File: src/rtl/pipe_stage_chain_pkg.sv
// Shared constants, slot type and popcount helper for the generic
// pipeline stage-register chain.
package pipe_pkg;

    localparam int unsigned PIPE_MAX_STAGES = 16;
    localparam int unsigned PIPE_DEF_WIDTH  = 32;
    localparam int unsigned PIPE_DEF_STAGES = 4;
    localparam int unsigned PIPE_DEF_CNT_W  = 32;

    typedef struct packed {
        logic        valid;
        logic [31:0] data;
    } pipe_slot_t;

    function automatic logic [4:0] pipe_popcount(input logic [PIPE_MAX_STAGES-1:0] vec);
        logic [4:0] cnt;
        cnt = 5'd0;
        for (int i = 0; i < PIPE_MAX_STAGES; i++) begin
            cnt = cnt + {4'd0, vec[i]};
        end
        return cnt;
    endfunction

endpackage

File: src/rtl/pipe_stage_chain_if.sv
// Handshake, control and observation bundle of the stage-register chain;
// master is the upstream/controller side, slave is the chain itself.
interface pipe_stage_chain_if import pipe_pkg::*; #(
    parameter int unsigned WIDTH  = PIPE_DEF_WIDTH,
    parameter int unsigned STAGES = PIPE_DEF_STAGES,
    parameter int unsigned CNT_W  = PIPE_DEF_CNT_W
);
    localparam int unsigned IDX_W = $clog2(STAGES);

    logic                      in_valid;
    logic [WIDTH-1:0]          in_data;
    logic                      in_ready;
    logic                      stall_en;
    logic [IDX_W-1:0]          stall_idx;
    logic                      flush_en;
    logic [IDX_W-1:0]          flush_idx;
    logic [STAGES-1:0]         stage_valid;
    logic [STAGES*WIDTH-1:0]   stage_data;
    logic                      out_valid;
    logic [WIDTH-1:0]          out_data;
    logic [IDX_W:0]            occupancy;
    logic [CNT_W-1:0]          retire_cnt;

    modport master (
        output in_valid, in_data, stall_en, stall_idx, flush_en, flush_idx,
        input  in_ready, stage_valid, stage_data, out_valid, out_data, occupancy, retire_cnt
    );

    modport slave (
        input  in_valid, in_data, stall_en, stall_idx, flush_en, flush_idx,
        output in_ready, stage_valid, stage_data, out_valid, out_data, occupancy, retire_cnt
    );

endinterface

File: src/rtl/pipe_stage_reg.sv
// One pipeline stage: payload plus valid bit, with flush > hold > load >
// bubble > shift priority on the next state.
module pipe_stage_reg import pipe_pkg::*; #(
    parameter int unsigned WIDTH = PIPE_DEF_WIDTH
) (
    input  logic             clk_i,
    input  logic             rst_ni,
    input  logic             flush_i,
    input  logic             hold_i,
    input  logic             bubble_i,
    input  logic             load_i,
    input  logic             in_valid_i,
    input  logic [WIDTH-1:0] in_data_i,
    input  logic             prev_valid_i,
    input  logic [WIDTH-1:0] prev_data_i,
    output logic             valid_o,
    output logic [WIDTH-1:0] data_o,
    output logic             next_valid_o
);

    logic             valid_d, valid_q;
    logic [WIDTH-1:0] data_d, data_q;

    // Next-state selection; a flush clears only the valid bit.
    always_comb begin
        valid_d = valid_q;
        data_d  = data_q;
        if (flush_i) begin
            valid_d = 1'b0;
            data_d  = data_q;
        end else if (hold_i) begin
            valid_d = valid_q;
            data_d  = data_q;
        end else if (load_i) begin
            valid_d = in_valid_i;
            data_d  = in_data_i;
        end else if (bubble_i) begin
            valid_d = 1'b0;
            data_d  = '0;
        end else begin
            valid_d = prev_valid_i;
            data_d  = prev_data_i;
        end
    end

    // Stage state register.
    always_ff @(posedge clk_i or negedge rst_ni) begin
        if (!rst_ni) begin
            valid_q <= 1'b0;
            data_q  <= '0;
        end else begin
            valid_q <= valid_d;
            data_q  <= data_d;
        end
    end

    assign valid_o      = valid_q;
    assign data_o       = data_q;
    assign next_valid_o = valid_d;

endmodule

File: src/rtl/pipe_stage_chain.sv
// Generic stage-register chain with stall/bubble, younger-stage flush,
// occupancy and retire counting. Stage 0 is youngest.
module pipe_stage_chain import pipe_pkg::*; #(
    parameter int unsigned WIDTH  = PIPE_DEF_WIDTH,
    parameter int unsigned STAGES = PIPE_DEF_STAGES,
    parameter int unsigned CNT_W  = PIPE_DEF_CNT_W
) (
    input  logic              CLK,
    input  logic              RST,
    pipe_stage_chain_if.slave bus
);

    localparam int unsigned      IDX_W    = $clog2(STAGES);
    localparam logic [IDX_W-1:0] LAST_IDX = IDX_W'(STAGES - 1);

    logic [IDX_W-1:0]             si_s, fi_s;
    logic [STAGES-1:0]            hold_s, flush_s, bubble_s, load_s;
    logic [STAGES-1:0]            prev_valid_s, valid_s, next_valid_s;
    logic [STAGES-1:0][WIDTH-1:0] prev_data_s, data_s;
    logic                         retire_s;
    logic [IDX_W:0]               occ_d, occ_q;
    logic [CNT_W-1:0]             retire_d, retire_q;

    // Saturate indices, decode hold/flush ranges and wire stage-to-stage data.
    always_comb begin
        si_s         = (bus.stall_idx > LAST_IDX) ? LAST_IDX : bus.stall_idx;
        fi_s         = (bus.flush_idx > LAST_IDX) ? LAST_IDX : bus.flush_idx;
        hold_s       = '0;
        flush_s      = '0;
        bubble_s     = '0;
        load_s       = '0;
        prev_valid_s = '0;
        prev_data_s  = '0;
        load_s[0]    = 1'b1;
        for (int i = 0; i < STAGES; i++) begin
            hold_s[i]  = bus.stall_en && (i <= int'(si_s));
            flush_s[i] = bus.flush_en && (i <= int'(fi_s));
        end
        for (int i = 1; i < STAGES; i++) begin
            bubble_s[i]     = hold_s[i-1] && !hold_s[i];
            prev_valid_s[i] = valid_s[i-1];
            prev_data_s[i]  = data_s[i-1];
        end
    end

    for (genvar g = 0; g < STAGES; g++) begin : g_stage
        pipe_stage_reg #(.WIDTH(WIDTH)) u_stage (
            .clk_i        (CLK),
            .rst_ni       (RST),
            .flush_i      (flush_s[g]),
            .hold_i       (hold_s[g]),
            .bubble_i     (bubble_s[g]),
            .load_i       (load_s[g]),
            .in_valid_i   (bus.in_valid),
            .in_data_i    (bus.in_data),
            .prev_valid_i (prev_valid_s[g]),
            .prev_data_i  (prev_data_s[g]),
            .valid_o      (valid_s[g]),
            .data_o       (data_s[g]),
            .next_valid_o (next_valid_s[g])
        );
    end

    // A payload retires when the oldest stage empties without being flushed.
    always_comb begin
        retire_s = valid_s[STAGES-1] && !hold_s[STAGES-1] && !(bus.flush_en && (fi_s == LAST_IDX));
        occ_d    = (IDX_W+1)'(pipe_popcount(PIPE_MAX_STAGES'(next_valid_s)));
        if (retire_s) begin
            retire_d = retire_q + CNT_W'(1);
        end else begin
            retire_d = retire_q;
        end
    end

    // Occupancy and retire counters, updated with the valid bits.
    always_ff @(posedge CLK or negedge RST) begin
        if (!RST) begin
            occ_q    <= '0;
            retire_q <= '0;
        end else begin
            occ_q    <= occ_d;
            retire_q <= retire_d;
        end
    end

    assign bus.in_ready    = !bus.stall_en;
    assign bus.stage_valid = valid_s;
    assign bus.stage_data  = data_s;
    assign bus.out_valid   = valid_s[STAGES-1];
    assign bus.out_data    = data_s[STAGES-1];
    assign bus.occupancy   = occ_q;
    assign bus.retire_cnt  = retire_q;

endmodule

File: src/flat_wrapper.sv
// flat-port wrapper written by rule: the top's interface ports become plain ports
module pipe_stage_chain_flat import pipe_pkg::*;
#(
    parameter int unsigned WIDTH  = PIPE_DEF_WIDTH,
    parameter int unsigned STAGES = PIPE_DEF_STAGES,
    parameter int unsigned CNT_W  = PIPE_DEF_CNT_W
)
  (CLK, RST, bus_in_valid, bus_in_data, bus_stall_en, bus_stall_idx, bus_flush_en, bus_flush_idx, bus_in_ready, bus_stage_valid, bus_stage_data, bus_out_valid, bus_out_data, bus_occupancy, bus_retire_cnt);
  pipe_stage_chain_if #(.WIDTH(WIDTH), .STAGES(STAGES), .CNT_W(CNT_W)) bus_i ();
  input  logic CLK;
  input  logic RST;
  input wire logic [$bits(bus_i.in_valid)-1:0] bus_in_valid;
  input wire logic [$bits(bus_i.in_data)-1:0] bus_in_data;
  input wire logic [$bits(bus_i.stall_en)-1:0] bus_stall_en;
  input wire logic [$bits(bus_i.stall_idx)-1:0] bus_stall_idx;
  input wire logic [$bits(bus_i.flush_en)-1:0] bus_flush_en;
  input wire logic [$bits(bus_i.flush_idx)-1:0] bus_flush_idx;
  output wire logic [$bits(bus_i.in_ready)-1:0] bus_in_ready;
  output wire logic [$bits(bus_i.stage_valid)-1:0] bus_stage_valid;
  output wire logic [$bits(bus_i.stage_data)-1:0] bus_stage_data;
  output wire logic [$bits(bus_i.out_valid)-1:0] bus_out_valid;
  output wire logic [$bits(bus_i.out_data)-1:0] bus_out_data;
  output wire logic [$bits(bus_i.occupancy)-1:0] bus_occupancy;
  output wire logic [$bits(bus_i.retire_cnt)-1:0] bus_retire_cnt;
  assign bus_i.in_valid = bus_in_valid;
  assign bus_i.in_data = bus_in_data;
  assign bus_i.stall_en = bus_stall_en;
  assign bus_i.stall_idx = bus_stall_idx;
  assign bus_i.flush_en = bus_flush_en;
  assign bus_i.flush_idx = bus_flush_idx;
  assign bus_in_ready = bus_i.in_ready;
  assign bus_stage_valid = bus_i.stage_valid;
  assign bus_stage_data = bus_i.stage_data;
  assign bus_out_valid = bus_i.out_valid;
  assign bus_out_data = bus_i.out_data;
  assign bus_occupancy = bus_i.occupancy;
  assign bus_retire_cnt = bus_i.retire_cnt;
  pipe_stage_chain #(.WIDTH(WIDTH), .STAGES(STAGES), .CNT_W(CNT_W)) u_core (.CLK(CLK), .RST(RST), .bus(bus_i));
endmodule
File: config.mk
export PLATFORM = sky130hd
export DESIGN_NAME = pipe_stage_chain_flat
export DESIGN_NICKNAME = d
export VERILOG_FILES = /design/src/rtl/pipe_stage_chain_pkg.sv /design/src/rtl/pipe_stage_chain_if.sv /design/src/rtl/pipe_stage_reg.sv /design/src/rtl/pipe_stage_chain.sv /design/src/flat_wrapper.sv
export SDC_FILE = /design/constraint.sdc
export NUM_CORES = 1
export LEC_CHECK = 0
export CELL_PAD_IN_SITES_DETAIL_PLACEMENT = 1
export CELL_PAD_IN_SITES_GLOBAL_PLACEMENT = 2
export CORE_AREA = 2 2 149 165
export DETAILED_ROUTE_END_ITERATION = 10
export DIE_AREA = 0 0 151 167
export PLACE_DENSITY_LB_ADDON = 0.1
export SLEW_MARGIN = 20
export SYNTH_ARGS = -nofsm -noshare
export SYNTH_HDL_FRONTEND = slang
export SYNTH_SLANG_ARGS = --single-unit
File: constraint.sdc
create_clock -name CLK -period 1.95 [get_ports CLK]
set_input_delay 0.39 -clock CLK [delete_from_list [all_inputs] [get_ports CLK]]
set_output_delay 0.39 -clock CLK [all_outputs]
set_load 0.05 [all_outputs]
==> results of run 1 <==
## power by group through the flow
| stage | clock network, mW | registers, mW | logic [mW] |
|---|---|---|---|
| floorplan | 0 | 6.00 | 1.14 |
| global placement | 0 | 4.44 | 4.13 |
| detailed placement | 0 | 4.46 | 4.14 |
| CTS | 3.68 | 4.39 | 3.94 |
| global route | 3.85 | 4.46 | 4.06 |
| finish | 3.59 | 4.37 | 3.89 |
## metrics by stage
stage	setup slack (ns)	hold slack, ns	instances
after floorplan	0.00414	0.0944	498
after global placement	-0.409	0.377	1019
after detailed placement	-0.556	0.387	1019
after CTS	0.0612	0.477	1051
after global routing	0.0198	0.485	1051
final	0.0212	0.470	1051
## flip-flops by register name, indices dropped and copies added (netlist names)
| name | cells |
|---|---|
| u_core.g_stage.u_stage.data_o | 128 |
| u_core.bus.occupancy | 3 |
| u_core.bus.retire_cnt | 32 |
| u_core.g_stage.u_stage.valid_o | 4 |
## area by class of cell
cell class / count / area [µm²]
multi-input cells: 257 / 2160
well taps: 305 / 382
inverters: 12 / 48.8
fillers: 2479 / 13700
clock buffers: 18 / 439
repair buffers: 279 / 2430
clock inverters: 13 / 183
flip-flops and latches: 167 / 4180
## cell families (layout without fill, tap and decap cells)
logic type | count (synthesis) | in the layout | share of synthesized area (%)
compound gates | 103 | 103 | 13.1
xor+xnor | 31 | 31 | 4.03
fa+ha+maj | 4 | 4 | 0.855
buf+inv | 74 | 322 | 6.47
flops | 167 | 167 | 62.1
mux | 34 | 34 | 5.67
simple gates | 85 | 85 | 7.80
## critical path, stage by stage
cell	delay [ns]
clkdlybuf4s50_1	0.49
o21ai_0	0.30
nand2_1	0.11
a21boi_0	0.24
inv_1	0.09
fa_2	0.33
inv_1	0.06
ha_1	0.22
## path summary, 6_finish.rpt
path                                                         to  slack, ns                         startpoint  cells past startpoint
setup / recovery                        u_core.bus.occupancy[1]       0.02                   bus_stall_idx[0]                      8
hold / removal                        u_core.bus.retire_cnt[31]       0.47          u_core.bus.retire_cnt[31]                      1
setup reg to reg                        u_core.bus.occupancy[1]       0.23  u_core.g_stage[0].u_stage.valid_o                      7
hold reg to reg                       u_core.bus.retire_cnt[31]       0.47          u_core.bus.retire_cnt[31]                      1
max in group asynchronous  u_core.g_stage[0].u_stage.data_o[25]       0.83                                RST                      3
min in group asynchronous             u_core.bus.retire_cnt[25]       0.49                                RST                      2
## synth_stat cells, types with 2 or more instances
cell	n	area, µm²
a21oi_1	3	15.0
a22o_1	96	841
and2_1	5	31.3
and3_1	2	12.5
and4_1	5	43.8
buf_2	12	60.1
buf_4	36	270
clkbuf_1	13	48.8
dfrtp_1	167	4180
ha_1	3	37.5
inv_1	12	45.0
mux2_2	33	372
nand2_1	15	56.3
nand2_2	2	12.5
nand3_1	15	75.1
nand4_1	7	43.8
nor2_1	7	26.3
nor3_1	10	50.1
nor4_1	10	62.6
nor4_4	2	42.5
xnor2_1	9	78.8
xor2_1	22	193
## per-layer routing
metal  up-vias  part of all wire, %  track usage (%)
met1      2475                   43             21.1
met5         -                    0                0
met2       143                   51             27.4
li1       2264                    -                -
met4         0                 0.83             4.10
met3         9                  5.3             4.25
## timing repair
item / 4_1_cts / 5_1_grt
gates resized for setup: 98 / 0
endpoints found under the hold margin: 44 / 0
hold buffers: 1 / 0
endpoints found under the setup margin: 97 / 0
==> flow_summary.json, run 1 <==
{
  "cts_root_buffer": "clkbuf_16",
  "worstPathArrival_ns": 2.23,
  "cp.required_ns": 2.25,
  "grt_setup_unrepaired": "no",
  "htree_num_levels": 4,
  "max_freq_mhz": 518,
  "async_flop_share_pct": 100,
  "synth_area_um2": 6730,
  "routedWlPerCell_um": 19.0,
  "die_x_um": 151,
  "yosysWarnings": 0,
  "p_clk_share_pct": 30.3,
  "comb_power_share_pct": 32.8,
  "syn_nets": 543,
  "worstSetupPathType": "input port to flop",
  "grtUsageTotal_pct": 16.4,
  "power_mw": 11.8,
  "dp_hpwl_um": 14800,
  "start_util_pct": 28.7,
  "core_area_um2": 23500,
  "final-hold-violation-count": 0,
  "drive_gt1_share_pct": 30.0,
  "place_congestion": 0.744,
  "final_common_cell": "dfrtp_1",
  "cts_inserted_buffers": 17,
  "grt-ovfl-total": 0,
  "layout_common_cells": "dfrtp_1, buf_4, dlygate4sd2_1",
  "vias": 4891,
  "slew_violations": 0,
  "drtPass1Iterations": 4,
  "synth_cells": 498,
  "post-cts-setup-buffers": 0,
  "p_per_area_nw_per_um2": 1210,
  "dieArea_um2": 25200,
  "via_per_inst": 4.65,
  "clk-insertion-delay-late_ns": 0.42,
  "clockBufferDepth": 2,
  "grt_pass1_wl_um": 31700,
  "grt_max_degree": 52,
  "post-route-period-util_pct": 98.9,
  "antennaDiodeCount": 0,
  "final_cell_area_um2": 9810,
  "drcViolationCount": 0,
  "routed_wl_um": 20000,
  "fin_worst_skew_ns": 0.0119,
  "intPower_mw": 7.17,
  "sw_frac_of_total_pct": 39.5,
  "worst_pin_slew_ns": 0.534,
  "port_buffers": 241,
  "relSlewSlack_pct": 64.4,
  "tritoncts": "built",
  "io-pin-count": 242,
  "cp-start-kind": "input port",
  "end_kind": "flop",
  "drt_iter0_markers": 169,
  "placed_cell_area_um2": 9300,
  "outcome": "complete, no violations",
  "avgSynthCellArea_um2": 13.5,
  "worstHoldPathType": "flop to flop",
  "tns_ns": 0,
  "crit_fanout": 3,
  "die_y_um": 167,
  "utilization_pct": 41.8,
  "nets": 779,
  "seqPwrFrac_pct": 36.9,
  "p_switching_mw": 4.68,
  "synth_edf_count": 0,
  "antenna_found_initial": 1,
  "synth_seq_cells": 167,
  "grt_pass1_vias": 5378,
  "area_growth_pct": 45.7,
  "max_cap_viol_count": 0,
  "clk_pin_slew_worst_paths_ns": 0.07,
  "max-vdd-ir-drop_v": 0.000539,
  "cellLeakagePower_nw": 4.95,
  "final.min_clock_period_ns": 1.93,
  "seq_area_frac_synth_pct": 62.1,
  "cts_num_sinks": 167,
  "synth_cell_types": 34,
  "ys.flop_type": "dfrtp_1",
  "rows": 59,
  "ant_nets": 0,
  "finalSetupViolCount": 0
}
No activity file was read; power rests on OpenSTA's default activity.
==> run 2, diff against run 1 <==
CAP_MARGIN = 20   (was not set)
==> results of run 2 <==
No change in the layout: final DEF, timing and power equal those of run 1.
